--- src/rtl/instr_loader_if.sv ---
// Byte-stream valid/ready handshake between the boot source (master) and the
// instruction loader (slave).
interface instr_loader_if;
    logic       byte_valid;
    logic [7:0] byte_data;
    logic       byte_ready;

    modport master (output byte_valid, output byte_data, input byte_ready);
    modport slave  (input byte_valid, input byte_data, output byte_ready);
endinterface

--- src/rtl/instr_loader.sv ---
// Boot-time instruction memory writer: consumes a 16-bit word-count header and
// little-endian 32-bit words, writes them out, then releases the CPU reset.
module instr_loader #(
    parameter int               WIDTH     = 32,
    parameter int               DEPTH     = 256,
    parameter logic [WIDTH-1:0] BASE_ADDR = {WIDTH{1'b0}}
) (
    input  logic             clk,
    input  logic             rst,
    instr_loader_if.slave    bs,
    output logic             wr_en,
    output logic [WIDTH-1:0] wr_addr,
    output logic [WIDTH-1:0] wr_data,
    output logic             cpu_rst,
    output logic             done,
    output logic             error
);

    typedef enum logic [2:0] {
        ST_HDR0  = 3'd0,
        ST_HDR1  = 3'd1,
        ST_CHECK = 3'd2,
        ST_DATA  = 3'd3,
        ST_WRITE = 3'd4,
        ST_DONE  = 3'd5,
        ST_ERR   = 3'd6
    } state_t;

    localparam logic [16:0] DEPTH_L = 17'(DEPTH);

    state_t           state_q, state_d;
    logic [15:0]      len_q, len_d;
    logic [15:0]      word_idx_q, word_idx_d;
    logic [1:0]       byte_idx_q, byte_idx_d;
    logic             wr_en_q, wr_en_d;
    logic [WIDTH-1:0] wr_addr_q, wr_addr_d;
    logic [WIDTH-1:0] wr_data_q, wr_data_d;
    logic             cpu_rst_q, cpu_rst_d;
    logic             done_q, done_d;
    logic             error_q, error_d;

    logic byte_ready_s;
    logic xfer_s;
    logic len_bad_s;
    logic last_word_s;

    assign byte_ready_s = (state_q == ST_HDR0) || (state_q == ST_HDR1) || (state_q == ST_DATA);
    assign xfer_s       = bs.byte_valid && byte_ready_s;
    assign len_bad_s    = (len_q == 16'd0) || ({1'b0, len_q} > DEPTH_L);
    assign last_word_s  = (word_idx_q == (len_q - 16'd1));

    assign bs.byte_ready = byte_ready_s;
    assign wr_en         = wr_en_q;
    assign wr_addr       = wr_addr_q;
    assign wr_data       = wr_data_q;
    assign cpu_rst       = cpu_rst_q;
    assign done          = done_q;
    assign error         = error_q;

    // State and datapath registers
    always_ff @(posedge clk or posedge rst) begin
        if (rst) begin
            state_q    <= ST_HDR0;
            len_q      <= 16'd0;
            word_idx_q <= 16'd0;
            byte_idx_q <= 2'd0;
            wr_en_q    <= 1'b0;
            wr_addr_q  <= {WIDTH{1'b0}};
            wr_data_q  <= {WIDTH{1'b0}};
            cpu_rst_q  <= 1'b1;
            done_q     <= 1'b0;
            error_q    <= 1'b0;
        end else begin
            state_q    <= state_d;
            len_q      <= len_d;
            word_idx_q <= word_idx_d;
            byte_idx_q <= byte_idx_d;
            wr_en_q    <= wr_en_d;
            wr_addr_q  <= wr_addr_d;
            wr_data_q  <= wr_data_d;
            cpu_rst_q  <= cpu_rst_d;
            done_q     <= done_d;
            error_q    <= error_d;
        end
    end

    // Next-state decode
    always_comb begin
        state_d = state_q;
        case (state_q)
            ST_HDR0: begin
                if (xfer_s) state_d = ST_HDR1;
                else        state_d = ST_HDR0;
            end
            ST_HDR1: begin
                if (xfer_s) state_d = ST_CHECK;
                else        state_d = ST_HDR1;
            end
            ST_CHECK: begin
                if (len_bad_s) state_d = ST_ERR;
                else           state_d = ST_DATA;
            end
            ST_DATA: begin
                if (xfer_s && (byte_idx_q == 2'd3)) state_d = ST_WRITE;
                else                                state_d = ST_DATA;
            end
            ST_WRITE: begin
                if (last_word_s) state_d = ST_DONE;
                else             state_d = ST_DATA;
            end
            ST_DONE: state_d = ST_DONE;
            ST_ERR:  state_d = ST_ERR;
            // An illegal encoding parks in ERR so the CPU is never released by a corrupted state.
            default: state_d = ST_ERR;
        endcase
    end

    // Datapath updates and registered outputs, decoded from the upcoming state
    always_comb begin
        len_d      = len_q;
        word_idx_d = word_idx_q;
        byte_idx_d = byte_idx_q;
        wr_data_d  = wr_data_q;
        case (state_q)
            ST_HDR0: begin
                if (xfer_s) len_d[7:0] = bs.byte_data;
                else        len_d      = len_q;
            end
            ST_HDR1: begin
                if (xfer_s) len_d[15:8] = bs.byte_data;
                else        len_d       = len_q;
            end
            ST_CHECK: begin
                word_idx_d = 16'd0;
                byte_idx_d = 2'd0;
            end
            ST_DATA: begin
                if (xfer_s) begin
                    wr_data_d[{byte_idx_q, 3'b000} +: 8] = bs.byte_data;
                    byte_idx_d                           = byte_idx_q + 2'd1;
                end else begin
                    byte_idx_d = byte_idx_q;
                end
            end
            ST_WRITE: begin
                if (!last_word_s) word_idx_d = word_idx_q + 16'd1;
                else              word_idx_d = word_idx_q;
            end
            default: begin
                len_d = len_q;
            end
        endcase

        wr_en_d = (state_d == ST_WRITE);
        if (state_d == ST_WRITE) wr_addr_d = BASE_ADDR + WIDTH'({word_idx_q, 2'b00});
        else                     wr_addr_d = wr_addr_q;
        done_d    = (state_d == ST_DONE);
        cpu_rst_d = (state_d != ST_DONE);
        error_d   = (state_d == ST_ERR);
    end

endmodule

--- src/flat_wrapper.sv ---
// flat-port wrapper written by rule: the top's interface ports become plain ports
module instr_loader_flat 
#(
    parameter int               WIDTH     = 32,
    parameter int               DEPTH     = 256,
    parameter logic [WIDTH-1:0] BASE_ADDR = {WIDTH{1'b0}}
)
  (clk, rst, wr_en, wr_addr, wr_data, cpu_rst, done, error, bs_byte_valid, bs_byte_data, bs_byte_ready);
  instr_loader_if bs_i ();
  input  logic clk;
  input  logic rst;
  output logic wr_en;
  output logic [WIDTH-1:0] wr_addr;
  output logic [WIDTH-1:0] wr_data;
  output logic cpu_rst;
  output logic done;
  output logic error;
  input wire logic [$bits(bs_i.byte_valid)-1:0] bs_byte_valid;
  input wire logic [$bits(bs_i.byte_data)-1:0] bs_byte_data;
  output wire logic [$bits(bs_i.byte_ready)-1:0] bs_byte_ready;
  assign bs_i.byte_valid = bs_byte_valid;
  assign bs_i.byte_data = bs_byte_data;
  assign bs_byte_ready = bs_i.byte_ready;
  instr_loader #(.WIDTH(WIDTH), .DEPTH(DEPTH), .BASE_ADDR(BASE_ADDR)) u_core (.clk(clk), .rst(rst), .bs(bs_i), .wr_en(wr_en), .wr_addr(wr_addr), .wr_data(wr_data), .cpu_rst(cpu_rst), .done(done), .error(error));
endmodule
--- config.mk ---
export PLATFORM = sky130hd
export DESIGN_NAME = instr_loader_flat
export DESIGN_NICKNAME = d
export VERILOG_FILES = /design/src/rtl/instr_loader_if.sv /design/src/rtl/instr_loader.sv /design/src/flat_wrapper.sv
export SDC_FILE = /design/constraint.sdc
export NUM_CORES = 1
export LEC_CHECK = 0
export ABC_AREA = 0
export CORE_MARGIN = 10
export CORE_UTILIZATION = 45
export CTS_CLUSTER_SIZE = 16
export DETAILED_ROUTE_END_ITERATION = 6
export PLACE_DENSITY = 0.71
export RECOVER_POWER = 100
export SYNTH_ARGS = -nofsm -noshare
export SYNTH_HDL_FRONTEND = slang
export SYNTH_SLANG_ARGS = --single-unit
--- constraint.sdc ---
create_clock -name clk -period 5.34 [get_ports clk]
set_clock_uncertainty 0.1 [all_clocks]
set_input_delay 1.068 -clock clk [delete_from_list [all_inputs] [get_ports clk]]
set_output_delay 1.068 -clock clk [all_outputs]
set_load 0.03 [all_outputs]
Word level (Yosys, flattened, before mapping)
Index checks and enable logic that the tools add are counted.
{"block": "totals", "reg_bits": 89, "out_inout_bits": 69}
{"block": "classes", "add_sub_neg": 4, "magnitude_cmp": 1, "eq_ne": 13, "n_shift": 2, "muxes": 13, "bitwise": 2, "reduce_logical": 14}
{"op": "case mux 16 bit (2 select lines)", "count": 2}
{"op": "bitwise mux 32 bit", "count": 1}
{"op": "variable shift 8 x 7 -> 32 bit, first input constant", "count": 1}
{"op": "variable part select 8 x 7 -> 32 bit", "count": 1}
{"op": "case mux 3 bit (6 select lines)", "count": 1}
{"op": "adder 16 x 1 -> 16 bit, second input constant", "count": 1}
{"op": "== test 16 bit", "count": 1}
{"op": "> comparator 16 x 9 -> 1 bit, second input constant", "count": 1}
{"op": "zero test 16 bit", "count": 1}
{"op": "2-to-1 mux 16 bit", "count": 1}
{"op": "subtractor 16 x 1 -> 16 bit, second input constant", "count": 1}
{"op": "== test 3 bit, second input constant", "count": 5}
{"op": "2-to-1 mux 3 bit", "count": 3}
{"op": "2-to-1 mux 8 bit", "count": 1}
{"op": "negation 5 -> 7 bit", "count": 1}
{"op": "== test 3 x 2 -> 1 bit, second input constant", "count": 2}
{"op": "AND reduction 2 bit", "count": 3}
{"op": "AND reduction 3 bit", "count": 2}
{"op": "2-to-1 mux 2 bit", "count": 2}
{"op": "case mux 2 bit (2 select lines)", "count": 1}
{"op": "nonzero test 2 bit", "count": 2}
{"op": "== test 3 x 1 -> 1 bit, second input constant", "count": 1}
{"op": "zero test 3 bit", "count": 1}
{"op": "logical OR 1 bit", "count": 3}
{"op": "other kinds (8)", "count": 10}

Depth between registers and ports, before layout
{"block": "depth", "word_depth": 8, "depth_mapped": 10, "depth_no_buf": 9}

Least setup slack after synthesis
No wires, ideal clock.
{"block": "synth_path", "path_type": "reg-to-reg", "from": "register u_core.len_q[2]", "to": "register u_core.cpu_rst_q, in the netlist u_core.cpu_rst", "t_arrival_ns": 2.751, "required_time_ns": 5.152, "path_slack_ns": 2.401, "path_stages_with_launch": 9, "cell_sequence": "dfrtp_1 -> or4_4 -> or4_1 -> a22oi_1 -> nand4_1 -> nor4b_4 -> buf_6 -> nor2_1 -> or3_1"}
{"block": "synth_between", "elab_chain_cells": 5, "word_cells_on_any_way": 9, "classes_between": "add/sub: 1; order compare: 1; eq/ne: 2; mux: 3; reduce/logical: 2"}
{"item": "start, declared", "line_no": "instr_loader.sv:32", "text": "logic [15:0] len_q, len_d;"}
{"item": "start signal, assigned", "line_no": "instr_loader.sv:75", "text": "len_q <= len_d;"}
{"item": "subtractor 16 x 1 -> 16 bit (tied with other cells)", "line_no": "instr_loader.sv:50", "text": "assign last_word_s = (word_idx_q == (len_q - 16'd1));"}
{"item": "== test 16 bit / logical OR 1 bit (equally long branches)", "line_no": "instr_loader.sv:50, instr_loader.sv:49"}
{"item": "2-to-1 mux 3 bit (on tied branches)", "line_no": "instr_loader.sv:108, instr_loader.sv:100"}
{"item": "case mux 3 bit (6 select lines) *", "line_no": "instr_loader.sv:90", "text": "case (state_q)"}
{"item": "!= test 3 bit *", "line_no": "instr_loader.sv:158", "text": "cpu_rst_d = (state_d != ST_DONE);"}
{"item": "named net u_core.cpu_rst_d", "line_no": "instr_loader.sv:38", "text": "logic cpu_rst_q, cpu_rst_d;"}
{"item": "end signal, assigned", "line_no": "instr_loader.sv:81", "text": "cpu_rst_q <= cpu_rst_d;"}
{"item": "end, declared", "line_no": "instr_loader.sv:38"}
The timed path passes the listed nets; every way through them passes the cells marked *.
A chain may end at the register's enable or synchronous reset.

Worst setup path after layout
Ends and elaborated chain as after synthesis.

==> impl_metrics.csv <==
group,metric,value,unit
power,powerDensity,230,nW/µm²
finish,instances_no_fill,647,
routing,drt.antenna.violating_nets,0,
yosys,synth_top_flop_cell,"dfrtp_1",
routing,wire_per_inst,16.2,µm
global_route,first_global_vias,3332,
clock_tree,cts_tree,"built",
clock_tree,clock_buffer_count_from_cts,9,
timing,final_period_minus_worst_setup_slack,3.66,ns
global_route,grt_first_pass_wirelength,17200,µm
die,chipWidth,119,µm
place,globalplace.congestion,0.827,
routing,dr_total_vias,3455,
setup_path,top_family_by_delay_on_critical_path,"simple AND/OR/NAND/NOR gates",
yosys,synth.top_cells.by_count,"dfrtp_1, nand2_1, o21ai_0",
clock_tree,cts_post_setup_buffers_inserted,0,
finish,multi_input_comb_area,2040,µm²
routing,met1Wirelength,4480,µm
place,placed_cell_area,5150,µm²
place,detailedPlacementHpwl,7580,µm
timing,worst_slew_pin_slew,2.57,ns
timing,maxSlewViolCount,96,
setup_path,timing.critical_path.arrival,3.84,ns
setup_path,cp.buffers_inverters,0,
yosys,synth_area_leader_cell,"dfrtp_1",
yosys,synth_cells,447,
finish,final_area,5340,µm²
timing,final_hold_viols,0,
setup_path,timing.critical_path.from_type,"flip-flop",
yosys,synth_enable_flop_cells,0,
finish,final_core_utilization,55.2,%
clock_tree,clock-sinks,89,
yosys,asyncSetResetFlopFracSynth,100,%
die,core_region_area,9680,µm²
clock_tree,cts_htree_levels,3,
die,num_rows,36,
die,design.die.area,14300,µm²
worst_hold_path,worst_hold_path_type,"reg -> reg",
run_status,run_status,"finished, violations left",
finish,finalNetCount,527,
place,port_buffers,63,
routing,routed-wl-met3,587,µm
global_route,grt_max_degree,59,
timing,setup_viol,0,
routing,drt_first_pass_iters,5,
setup_path,critical_path_peak_fanout,28,
die,initial_core_utilization,46.0,%
die,die-height,119,µm
clock_tree,cts.clk_slew.worst_paths,0.09,ns
yosys,synthesis.area_per_instance,9.96,µm²
clock_tree,cts-resized-gates,0,
yosys,yosys-top-cells-area,"dfrtp_1, mux2_2, nand2_1",
finish,insertedDiodeCount,0,
finish,final_layout_size_suffix_gt1_share,10.3,%
setup_path,slowest_delay,0.97,ns
clock_tree,ctsLongestPathBuffers,2,
finish,layout.filler_cells,877,
setup_path,crit_slowest_cell,"nor4b_4",
die,ioPinCount,80,
run_status,failed_checks,"capacitance limit, slew limit",
routing,post-route-drc-count,0,
finish,flow.area_growth_from_synthesis,20.0,%
routing,vias_per_cell,5.34,
setup_path,timing.setup.critical_path_class,"reg -> reg",
timing,period_share,68.6,%
clock_tree,holdBufCountCts,0,
setup_path,timing.critical_path.cells,"or4_1 -> nor4b_1 -> xnor3_1 -> a21boi_0 -> nor4b_4 -> nor2_1 -> or3_1",
routing,postRouteWirelength,10500,µm
yosys,most_common_cell_in_the_netlist,"dfrtp_1",
routing,initialDrtViolationCount,294,
yosys,synth_sequential_area_ratio,50.1,%
routing,highest-signal-layer,"met4",
setup_path,end_kind,"flip-flop",
finish,final-seq-area,2230,µm²
yosys,yosysWarningCount,0,
yosys,mappedNetlistArea,4450,µm²
power,power.ir.vdd_worst,0.000112,V
run,cap_viol_max_count,2,
yosys,postSynthRegisterBits,89,
global_route,grt_util_all_layers,14.7,%
global_route,antenna_found_initial,0,
timing,rsz0062_at_grt,"no",
clock_tree,worstSkewPairLatency,0.36,ns
timing,timing.setup.tns,0,ns
timing,slew_headroom,-72.1,%
yosys,synth.top_cell.area_share,49.5,%
clock_tree,clock_tree.root_cell,"clkbuf_8",
timing,finalHoldWorstSlack,0.376,ns
global_route,global_route.overflow_total,0,
place,placed_cells_incl_taps,631,
power,p_leak,2.48,nW
timing,fmax,273,MHz
setup_path,crit_path_required_time,5.52,ns
routing,met2_wirelength,5230,µm
yosys,synth_cell_type_count,52,
cells by family after synthesis:
kind of cell | Yosys count | share of synthesized area [%]
buf+inv | 43 | 5.20
other cells | 1 | 0.0842
mux | 36 | 8.91
fa+ha+maj | 7 | 1.97
simple gates | 171 | 19.3
xor+xnor | 20 | 4.24
compound gates | 80 | 10.2
flops | 89 | 50.1
metrics by stage:
stage          total power, W  worst slack, ns
3_3_place_gp         0.000768             1.87
3_5_place_dp         0.000770             1.74
2_1_floorplan        0.000754             1.87
4_1_cts               0.00124             1.69
5_1_grt               0.00128             1.46
6_report              0.00123             1.68
final timing paths:
check                                         from            endpoint  slack (ns)  cells after the start
worst max register to register     u_core.len_q[2]      u_core.cpu_rst        1.68                      7
worst min-delay path            u_core.wr_addr[12]  u_core.wr_addr[12]        0.38                      2
worst min register to register  u_core.wr_addr[12]  u_core.wr_addr[12]        0.38                      2
worst max-delay path               u_core.len_q[2]      u_core.cpu_rst        1.68                      7
min in group asynchronous                      rst  u_core.wr_data[30]        1.76                      2
max in group asynchronous                      rst      u_core.cpu_rst        2.03                      3
sequential cells by signal (all words and copies together), names as in the netlist:
signal             flops
u_core.wr_data        32
u_core.len_q          16
u_core.word_idx_q     16
u_core.wr_addr        16
u_core.state_q         3
u_core.byte_idx_q      2
u_core.cpu_rst         1
u_core.done            1
u_core.error           1
u_core.wr_en           1
worst reg2reg max path: stages (launching register included):
cell and delay (ns):
dfrtp_1 0.49, or4_1 0.60, nor4b_1 0.54, xnor3_1 0.22, a21boi_0 0.18, nor4b_4 0.97
nor2_1 0.12, or3_1 0.35
placed cells by master, fill, tap and decap left out, types with 8 or more instances in the layout:
master           instances
nand4_1                  8
nand2_1                 87
inv_1                   11
conb_1                  16
or3_1                    8
mux2_2                  29
nand3_1                 11
a21oi_1                 13
clkdlybuf4s50_1          8
o21ai_0                 45
dfrtp_1                 88
xnor2_1                 12
dlygate4sd3_1           55
clkbuf_8                10
nor3_1                  15
nor2_1                  10
final cells by class:
| type | count | share of cell area (%) |
|---|---|---|
| timing repair buffer | 67 | 12.2 |
| tap | 133 | 3.12 |
| clock buffer | 10 | 2.58 |
| inverter | 12 | 0.867 |
| clock inverter | 6 | 1.22 |
| sequential | 89 | 41.7 |
| multi-input combinational | 330 | 38.3 |
report_power, final:
| part | internal [W] | switching, W |
|---|---|---|
| Clock | 0.000230 | 0.000242 |
| Combinational | 0.0000206 | 0.0000514 |
| Sequential | 0.000677 | 0.00000632 |
per-layer routing:
layer / vias up / GRT usage (%)
li1: 1657 / -
met1: 1691 / 18.4
met2: 94 / 24.0
met3: 13 / 3.31
met4: 0 / 5.96
met5: - / 0
Note: power is estimated with default switching activity, not from simulation.
